### src/rtl/mole_field_if.sv
// ============================================================================
// mole_field_if : game-side signal bundle of mole_field_ctrl
//                 (round strobe, enable, buttons in; LEDs, pulses, counters out)
// Revision      : 1.0
// ============================================================================
`default_nettype none

interface mole_field_if #(
  parameter int N_CH    = 8,
  parameter int SCORE_W = 8
);
  logic                i_tick;
  logic                i_enable;
  logic [N_CH-1:0]     i_btn_n;
  logic [N_CH-1:0]     o_led;
  logic                o_hit_pulse;
  logic                o_miss_pulse;
  logic [SCORE_W-1:0]  o_score;
  logic [SCORE_W-1:0]  o_escapes;
  logic [7:0]          o_round_idx;
  logic                o_game_over;

  modport slave (
    input  i_tick, i_enable, i_btn_n,
    output o_led, o_hit_pulse, o_miss_pulse, o_score, o_escapes,
           o_round_idx, o_game_over
  );

  modport master (
    output i_tick, i_enable, i_btn_n,
    input  o_led, o_hit_pulse, o_miss_pulse, o_score, o_escapes,
           o_round_idx, o_game_over
  );
endinterface

`default_nettype wire

### src/rtl/mole_field_ctrl.sv
// ============================================================================
// mole_field_ctrl : hit-the-lit-LED game controller with LFSR patterns and
//                   saturating score/escape counters. Optional wrong-press
//                   penalty enabled by defining MOLE_PENALTY_EN.
// Revision        : 1.0
// ============================================================================
`default_nettype none

module mole_field_ctrl #(
  parameter int                N_CH      = 8,
  parameter int                LFSR_W    = 16,
  parameter logic [LFSR_W-1:0] LFSR_SEED = 'hACE1,
  parameter int                ROUNDS    = 16,
  parameter int                SCORE_W   = 8
) (
  input  wire logic   clk,
  input  wire logic   rst_n,
  mole_field_if.slave bus
);

  typedef enum logic [1:0] {S_IDLE = 2'd0, S_LIVE = 2'd1, S_DONE = 2'd2} state_t;

  localparam int                c_AW        = SCORE_W + 6;
  localparam logic [LFSR_W-1:0] c_TAPS      = LFSR_W'(16'hB400);
  localparam logic [7:0]        c_ROUNDS    = 8'(ROUNDS);
  localparam logic [SCORE_W-1:0] c_SCORE_MAX = '1;

  state_t              r_state, w_state_nx;
  logic [N_CH-1:0]     r_s1, r_s2, r_s3, r_press;
  logic [LFSR_W-1:0]   r_lfsr, w_lfsr_nx, w_lfsr_step;
  logic [N_CH-1:0]     r_led, w_led_nx, w_hit, w_pattern, w_slice;
  logic                r_hit_pulse, w_hit_pulse_nx;
  logic                r_miss_pulse, w_miss_pulse_nx, w_miss;
  logic [SCORE_W-1:0]  r_score, w_score_nx, w_score_sat;
  logic [SCORE_W-1:0]  r_esc, w_esc_nx, w_esc_sat;
  logic [7:0]          r_round, w_round_nx, w_round_inc;
  logic [4:0]          w_hit_cnt, w_esc_cnt, w_pen_cnt;
  logic signed [c_AW-1:0] w_score_sum;
  logic [c_AW-1:0]     w_esc_sum;

  function automatic logic [4:0] f_popcount(input logic [N_CH-1:0] v);
    logic [4:0] n;
    n = '0;
    for (int i = 0; i < N_CH; i++) n = n + 5'(v[i]);
    return n;
  endfunction

  // Buttons: 2-FF sync, then a registered falling-edge (press) detect
  always_ff @(posedge clk or negedge rst_n) begin
    if (!rst_n) begin
      r_s1    <= '1;
      r_s2    <= '1;
      r_s3    <= '1;
      r_press <= '0;
    end else begin
      r_s1    <= bus.i_btn_n;
      r_s2    <= r_s1;
      r_s3    <= r_s2;
      r_press <= r_s3 & ~r_s2;
    end
  end

  assign w_hit       = r_press & r_led;
  assign w_hit_cnt   = f_popcount(w_hit);
  assign w_esc_cnt   = f_popcount(r_led & ~w_hit);
  assign w_lfsr_step = (r_lfsr >> 1) ^ (r_lfsr[0] ? c_TAPS : '0);
  assign w_slice     = w_lfsr_step[N_CH-1:0];
  assign w_pattern   = (w_slice == '0) ? N_CH'(1) : w_slice;
  assign w_round_inc = r_round + 8'd1;

`ifdef MOLE_PENALTY_EN
  logic [N_CH-1:0] w_wrong;
  assign w_wrong   = r_press & ~r_led;
  assign w_pen_cnt = f_popcount(w_wrong);
  assign w_miss    = |w_wrong;
`else
  assign w_pen_cnt = '0;
  assign w_miss    = 1'b0;
`endif

  // Hits and penalties net out before clamping to 0..max
  assign w_score_sum = $signed(c_AW'(r_score)) + $signed(c_AW'(w_hit_cnt))
                     - $signed(c_AW'(w_pen_cnt));
  assign w_esc_sum   = c_AW'(r_esc) + c_AW'(w_esc_cnt);

  always_comb begin
    w_score_sat = w_score_sum[SCORE_W-1:0];
    if (w_score_sum[c_AW-1])
      w_score_sat = '0;
    else if (w_score_sum > $signed(c_AW'(c_SCORE_MAX)))
      w_score_sat = c_SCORE_MAX;
    w_esc_sat = (w_esc_sum > c_AW'(c_SCORE_MAX)) ? c_SCORE_MAX : w_esc_sum[SCORE_W-1:0];
  end

  always_comb begin
    w_state_nx      = r_state;
    w_lfsr_nx       = r_lfsr;
    w_led_nx        = r_led;
    w_hit_pulse_nx  = 1'b0;
    w_miss_pulse_nx = 1'b0;
    w_score_nx      = r_score;
    w_esc_nx        = r_esc;
    w_round_nx      = r_round;
    if (!bus.i_enable) begin
      w_state_nx = S_IDLE;
      w_led_nx   = '1;
    end else begin
      case (r_state)
        S_IDLE: begin
          w_state_nx = S_LIVE;
          w_led_nx   = '0;
          w_score_nx = '0;
          w_esc_nx   = '0;
          w_round_nx = '0;
        end
        S_LIVE: begin
          w_hit_pulse_nx  = |w_hit;
          w_miss_pulse_nx = w_miss;
          w_score_nx      = w_score_sat;
          w_led_nx        = r_led & ~w_hit;
          // Hits are credited against the old pattern before a tick replaces it
          if (bus.i_tick) begin
            w_esc_nx   = w_esc_sat;
            w_round_nx = w_round_inc;
            w_lfsr_nx  = w_lfsr_step;
            if (w_round_inc == c_ROUNDS) begin
              w_state_nx = S_DONE;
              w_led_nx   = '0;
            end else begin
              w_led_nx = w_pattern;
            end
          end
        end
        S_DONE:  w_led_nx = '0;
        default: w_state_nx = S_IDLE;
      endcase
    end
  end

  always_ff @(posedge clk or negedge rst_n) begin
    if (!rst_n) begin
      r_state      <= S_IDLE;
      r_lfsr       <= LFSR_SEED;
      r_led        <= '1;
      r_hit_pulse  <= 1'b0;
      r_miss_pulse <= 1'b0;
      r_score      <= '0;
      r_esc        <= '0;
      r_round      <= '0;
    end else begin
      r_state      <= w_state_nx;
      r_lfsr       <= w_lfsr_nx;
      r_led        <= w_led_nx;
      r_hit_pulse  <= w_hit_pulse_nx;
      r_miss_pulse <= w_miss_pulse_nx;
      r_score      <= w_score_nx;
      r_esc        <= w_esc_nx;
      r_round      <= w_round_nx;
    end
  end

  assign bus.o_led        = r_led;
  assign bus.o_hit_pulse  = r_hit_pulse;
  assign bus.o_miss_pulse = r_miss_pulse;
  assign bus.o_score      = r_score;
  assign bus.o_escapes    = r_esc;
  assign bus.o_round_idx  = r_round;
  assign bus.o_game_over  = (r_state == S_DONE);

endmodule

`default_nettype wire

### src/flat_wrapper.sv
// flat-port wrapper written by rule: the top's interface ports become plain ports
module mole_field_ctrl_flat 
#(
  parameter int                N_CH      = 8,
  parameter int                LFSR_W    = 16,
  parameter logic [LFSR_W-1:0] LFSR_SEED = 'hACE1,
  parameter int                ROUNDS    = 16,
  parameter int                SCORE_W   = 8
)
  (clk, rst_n, bus_i_tick, bus_i_enable, bus_i_btn_n, bus_o_led, bus_o_hit_pulse, bus_o_miss_pulse, bus_o_score, bus_o_escapes, bus_o_round_idx, bus_o_game_over);
  mole_field_if #(.N_CH(N_CH), .SCORE_W(SCORE_W)) bus_i ();
  input  wire logic clk;
  input  wire logic rst_n;
  input wire logic [$bits(bus_i.i_tick)-1:0] bus_i_tick;
  input wire logic [$bits(bus_i.i_enable)-1:0] bus_i_enable;
  input wire logic [$bits(bus_i.i_btn_n)-1:0] bus_i_btn_n;
  output wire logic [$bits(bus_i.o_led)-1:0] bus_o_led;
  output wire logic [$bits(bus_i.o_hit_pulse)-1:0] bus_o_hit_pulse;
  output wire logic [$bits(bus_i.o_miss_pulse)-1:0] bus_o_miss_pulse;
  output wire logic [$bits(bus_i.o_score)-1:0] bus_o_score;
  output wire logic [$bits(bus_i.o_escapes)-1:0] bus_o_escapes;
  output wire logic [$bits(bus_i.o_round_idx)-1:0] bus_o_round_idx;
  output wire logic [$bits(bus_i.o_game_over)-1:0] bus_o_game_over;
  assign bus_i.i_tick = bus_i_tick;
  assign bus_i.i_enable = bus_i_enable;
  assign bus_i.i_btn_n = bus_i_btn_n;
  assign bus_o_led = bus_i.o_led;
  assign bus_o_hit_pulse = bus_i.o_hit_pulse;
  assign bus_o_miss_pulse = bus_i.o_miss_pulse;
  assign bus_o_score = bus_i.o_score;
  assign bus_o_escapes = bus_i.o_escapes;
  assign bus_o_round_idx = bus_i.o_round_idx;
  assign bus_o_game_over = bus_i.o_game_over;
  mole_field_ctrl #(.N_CH(N_CH), .LFSR_W(LFSR_W), .LFSR_SEED(LFSR_SEED), .ROUNDS(ROUNDS), .SCORE_W(SCORE_W)) u_core (.clk(clk), .rst_n(rst_n), .bus(bus_i));
endmodule
### config.mk
export PLATFORM = sky130hd
export DESIGN_NAME = mole_field_ctrl_flat
export DESIGN_NICKNAME = d
export VERILOG_FILES = /design/src/rtl/mole_field_if.sv /design/src/rtl/mole_field_ctrl.sv /design/src/flat_wrapper.sv
export SDC_FILE = /design/constraint.sdc
export NUM_CORES = 1
export LEC_CHECK = 0
export BUFFER_PORTS_ARGS = -buffer_cell sky130_fd_sc_hd__buf_2
export CORE_MARGIN = 3
export CORE_UTILIZATION = 55
export CTS_BUF_LIST = sky130_fd_sc_hd__clkbuf_2 sky130_fd_sc_hd__clkbuf_4 sky130_fd_sc_hd__clkbuf_8
export DETAILED_ROUTE_END_ITERATION = 10
export PLACE_DENSITY = 0.74
export SETUP_SLACK_MARGIN = 0.05
export SLEW_MARGIN = 20
export SYNTH_ARGS = -nofsm -noshare
export SYNTH_HDL_FRONTEND = slang
export SYNTH_SLANG_ARGS = --single-unit
### constraint.sdc
create_clock -name clk -period 5.1 [get_ports clk]
set_input_delay 0 -clock clk [delete_from_list [all_inputs] [get_ports clk]]
set_output_delay 0 -clock clk [all_outputs]
set_load 0.005 [all_outputs]
-- Word level (Yosys, flattened, before mapping)
Index checks and enable logic that the tools add are counted.
- input bits: 12
- register bits after elaboration: 83
- output and inout bits: 35
- logic and storage cells: 73
- bitwise operators: 6
- reduce and logical (&&, ||, !) cells: 9
- multiplexer cells: 20
- equal/unequal tests: 8
- add/subtract/negate cells: 17
- $lt $le $gt $ge: 2
- operator list (cell ; number):
    two-way mux 8 bit ; 9
    case mux 8 bit (2 select lines) ; 4
    adder 5 x 1 -> 5 bit ; 12
    AND 8 bit ; 3
    adder 8 x 5 -> 9 bit ; 2
    two-way mux 16 bit ; 1
    NOT 8 bit ; 2
    XOR 15 x 16 -> 16 bit ; 1
    > comparator 14 x 8 -> 1 bit, second input constant ; 1
    > comparator 14 x 9 -> 1 bit, second input constant ; 1
    AND reduction 3 bit ; 3
    adder 8 x 1 -> 8 bit, second input constant ; 1
    equality test 8 x 5 -> 1 bit, second input constant ; 1
    zero test 8 bit ; 1
    OR reduction 8 bit ; 1
    two-way mux 2 bit ; 3
    inequality test 3 x 2 -> 1 bit, second input constant ; 2
    case mux 2 bit (3 select lines) ; 1
    adder 1 x 1 -> 2 bit ; 2
    inequality test 2 bit, second input constant ; 2
    inequality test 3 bit, second input constant ; 1
    equality test 2 x 1 -> 1 bit, second input constant ; 1
    equality test 2 bit, second input constant ; 1
    zero test 2 bit ; 1
    4 further kinds ; 5

-- Depth between registers and ports, before layout
- word-level depth: 15
- mapped depth: 15
- depth with buffers taken out: 15

-- Worst setup path before layout
OpenSTA, ideal clock, no wires.
- path kind: reg-to-reg
- start: register u_core.r_led[0] (netlist: u_core.bus.o_led[0])
- end: register u_core.r_esc[3] (netlist: u_core.bus.o_escapes[3])
- cell stages (with the launch flop): 15
- data arrival time: 4015 ps
- data required time: 4996 ps
- path buffers: 0
- setup slack: 981 ps
- setup time: 104 ps
- clock period less this slack: 4119 ps
- cell sequence: dfstp_2 -> nor2b_1 -> ha_1 -> inv_1 -> fa_1 -> fa_1 -> inv_1 -> fa_1 -> inv_1 -> fa_1 -> fa_1 -> nand2b_1 -> a211oi_1 -> nand2_1 -> o311ai_1
- longest elaborated chain between the ends: 15
- ends and longest elaborated chain (what ; line ; source):
    start, declared ; mole_field_ctrl.sv:31 ; logic [N_CH-1:0] r_led, w_led_nx, w_hit, w_pattern, w_slice;
    start signal, assigned ; mole_field_ctrl.sv:153 ; r_led <= w_led_nx;
    AND 8 bit ; mole_field_ctrl.sv:63 ; assign w_hit = r_press & r_led;
    NOT 8 bit ; mole_field_ctrl.sv:65 ; assign w_esc_cnt = f_popcount(r_led & ~w_hit);
    AND 8 bit * ; mole_field_ctrl.sv:65 ;
    adder 1 x 1 -> 2 bit * ; mole_field_ctrl.sv:44 ; for (int i = 0; i < N_CH; i++) n = n + 5'(v[i]);
    adder 5 x 1 -> 5 bit * (6 in series) ; mole_field_ctrl.sv:44 ;
    adder 8 x 5 -> 9 bit * ; mole_field_ctrl.sv:84 ; assign w_esc_sum = c_AW'(r_esc) + c_AW'(w_esc_cnt);
    > comparator 14 x 8 -> 1 bit ; mole_field_ctrl.sv:92 ; w_esc_sat = (w_esc_sum > c_AW'(c_SCORE_MAX)) ? c_SCORE_MAX : w_esc_sum[SCORE_W-1:0];
    two-way mux 8 bit * ; mole_field_ctrl.sv:92 ;
    two-way mux 8 bit * ; mole_field_ctrl.sv:122 ; if (bus.i_tick) begin
    case mux 8 bit (2 select lines) * ; mole_field_ctrl.sv:108 ; case (r_state)
    end signal, assigned ; mole_field_ctrl.sv:157 ; r_esc <= w_esc_nx;
    end, declared ; mole_field_ctrl.sv:35 ; logic [SCORE_W-1:0] r_esc, w_esc_nx, w_esc_sat;
Every way passes the cells marked *; elsewhere a longest branch is shown, timed or not. The select of a mux whose other input is x is not followed.
A chain may end at the register's enable or synchronous reset.

-- Final worst setup path
- start: register u_core.r_led[0] (netlist: u_core.bus.o_led[0])
- end: register u_core.r_esc[7] (netlist: u_core.bus.o_escapes[7])
The elaborated chain is that of the path after synthesis.

==> out/results.ini <==
[outcome]
status=complete, no violations

[die]
start_util_pct=58.2
die_area_um2=8420
std_cell_rows=30
core_um2=6940
pin_count=47
fp.dieH_um=91.7
die_x_um=91.7

[pwr]
pwr-share-clk_pct=30.9
total_power_mw=1.54
seq_power_share_pct=48.9
pwr-share-comb_pct=20.2
p_sw_uw=492
powerDensity_nw_per_um2=333
leakagePower_nw=2.19
internal_power_mw=1.05
max-vdd-ir-drop_v=0.000179
swShare_pct=32.0

[worst_setup_path]
r2r_start=u_core.bus.o_led[0]
cp-startpoint=u_core.bus.o_led[0]
worst_ep_arrival_time_ns=4.65
slowest_stage=dfstp_2
crit_path_cell_trace=nor2b_1, ha_1, inv_1, fa_1, fa_1, inv_1, fa_1, inv_1, fa_1, inv_1, ha_1, a21o_1, a221oi_1, nor4_1, a211oi_1
slowest_delay_ns=0.56
startpoint_type=register
path_class=reg2reg
worst_ep_required_time_ns=5.38
cp-end-kind=register
crit_fanout=4

[clocking]
cts_setup_buffers=0
clk_pin_slew_worst_paths_ns=0.10
numCtsBuffers=9
clk_path_buf_depth=2
clock-root-buffer=clkbuf_8
cts_sinks=83
cts_tree=yes
h-tree-depth=3
clock_latency_ns=0.36

[route]
drt_iter0_drc=151
post_drt_wl_per_cell_um=14.8
firstDrtPassIters=4
drc=0
vias=2992
totalWireLength_um=8030
detail_route.vias_per_cell=5.50
ant_nets=0

[layout]
regArea_um2=2130
synthToLayoutAreaGrowth_pct=14.3
fin_cells=544
antenna_cells=0
multi_input_area_um2=1770
drive_above_1_share_pct=23.9
layout.cells.most_common_list=74 x nand2_1, 44 x buf_2, 43 x dfrtp_1, 40 x dfstp_2, 23 x nor2_1
final_common_cell=nand2_1
post-route-cell-area_um2=4620
nNetsFinal=481
n_fill_cell=527

[sta]
rsz0062_at_grt=no
fin_ws_ns=0.736
min_period_ns=4.36
hold_viol=0
clock_skew_ns=0.0105
fin_crit_sh_pct=85.6
setup_viol=0
slew_headroom_pct=33.7
worst_slew_pin_slew_ns=0.988
slew_violations=0
final.setup.tns_ns=0
fmax_ghz=0.229

[placed_design]
place_area_um2=4320
pre_cts_slack_ns=0.721
io_buffers=45
gp_congestion=0.804
dpl.hpwl_um=5610
dp_cells=518

[global_route]
grt_max_degree=84
grt_pass1_wl_um=13700
track_usage_pct=20.5
grt_overflow=0
grt_pass1_vias=2950
antenna_found_initial=0

[min_path]
hold_class=in2reg
hp-start=bus_i_tick

[synthesis]
yosysUniqueCellTypes=52
netlist_area_um2=4040
async_reset_ff_share_pct=100
synth-edff-count=0
yosysSeqAreaShare_pct=52.6
synth_top_area_share_pct=26.6
netlist_instances=391
postSynthAreaPerCell_um2=10.3
netlist_top_cells_area=dfrtp_1 27%, dfstp_2 26%, nand2_1 6.9%
synth_fp_nets=429
ys_seq_elements=83
yosysWarnings=0
synth_ff_type=dfrtp_1
yosysTopAreaCell=dfrtp_1

[flow_run]
drv_cap=0

-- sequential cells by signal, indices dropped and copies added, names as in the netlist --
signal,count
u_core.r_s1,8
u_core.r_s3,8
u_core.r_state,2
u_core.bus.o_hit_pulse,1
u_core.bus.o_escapes,8
u_core.r_lfsr,16
u_core.r_press,8
u_core.bus.o_score,8
u_core.r_s2,8
u_core.bus.o_led,8
u_core.bus.o_round_idx,8
-- power groups by stage --
stage,clock network [mW],logic [mW],registers (mW)
CTS,0.488,0.317,0.751
finish,0.475,0.311,0.751
global placement,0,0.294,0.760
floorplan,0,0.212,0.754
global route,0.517,0.363,0.758
detailed placement,0,0.308,0.763
-- Yosys cell counts, types with 2 or more instances --
| cell type | instances |
|---|---|
| a22o_1 | 3 |
| xnor2_1 | 7 |
| a21oi_1 | 16 |
| nand2b_1 | 7 |
| or3_1 | 2 |
| o22ai_1 | 2 |
| a41oi_1 | 2 |
| fa_1 | 10 |
| and2_1 | 3 |
| nor2b_1 | 17 |
| a31oi_1 | 3 |
| ha_1 | 16 |
| nor2_1 | 23 |
| nor3_1 | 7 |
| dfstp_2 | 40 |
| buf_4 | 3 |
| a21o_1 | 8 |
| clkbuf_1 | 5 |
| nand2_1 | 74 |
| nand4_1 | 2 |
| buf_2 | 6 |
| a211oi_1 | 4 |
| o211ai_1 | 9 |
| o21ai_1 | 2 |
| inv_1 | 21 |
| o21bai_1 | 2 |
| nor4_1 | 4 |
| and3_1 | 5 |
| o21ai_0 | 18 |
| nand3_1 | 6 |
| dfrtp_1 | 43 |
-- through the flow --
stage               hold slack (ns)  utilization (%)
detailed placement            0.106             62.2
floorplan                    -0.296                -
finish                       0.0612             66.5
global route                 0.0933             66.5
global placement              0.105             62.2
CTS                          0.0433             66.5
-- what timing repair did --
item	CTS	global route
endpoints found under the hold margin	58	0
hold buffers	10	0
resized for setup	0	0
-- worst max-delay path, delay by kind of cell, from the launching register on --
family,cells,cell delay [ns]
compound gates,3,0.87
flops,1,0.56
fa+ha+maj,6,2.30
simple gates,2,0.25
buf+inv,4,0.29
-- area by class of cell --
cell class,instances,share of cell area [%]
Multi-Input combinational cell,273,38.2
Tap cell,96,2.60
Timing Repair Buffer,55,7.09
Clock buffer,9,2.68
Clock inverter,7,1.65
Inverter,21,1.71
Sequential cell,83,46.0
-- final timing paths --
| path | endpoint | slack (ns) | cells past startpoint |
|---|---|---|---|
| setup / recovery | u_core.bus.o_escapes[7] | 0.74 | 15 |
| hold / removal | u_core.bus.o_led[3] | 0.06 | 3 |
| max in group asynchronous | u_core.bus.o_round_idx[2] | 4.12 | 2 |
| hold reg to reg | u_core.r_s2[0] | 0.35 | 0 |
| min in group asynchronous | u_core.bus.o_escapes[7] | 0.32 | 2 |
| setup reg to reg | u_core.bus.o_escapes[7] | 0.74 | 15 |
-- layer usage --
layer,global-route usage [%],up-vias,share of wire [%]
met5,0,-,0
met4,10.1,0,2.6
met3,3.45,17,4.2
met2,33.5,73,49
met1,26.6,1462,44
li1,-,1440,-
-- kinds of logic (layout without fill, tap and decap cells) --
family	Yosys count	in the layout	share of synthesized area [%]
adders and majority gates	26	26	9.90
DFF	83	83	52.6
and+or+nand+nor	156	156	18.6
AOI/OAI and AO/OA	82	82	13.4
xor gates and xnor gates	8	8	1.73
buffers and inverters	35	92	3.71
other	1	1	0.0927
No activity file was read; power rests on OpenSTA's default activity.
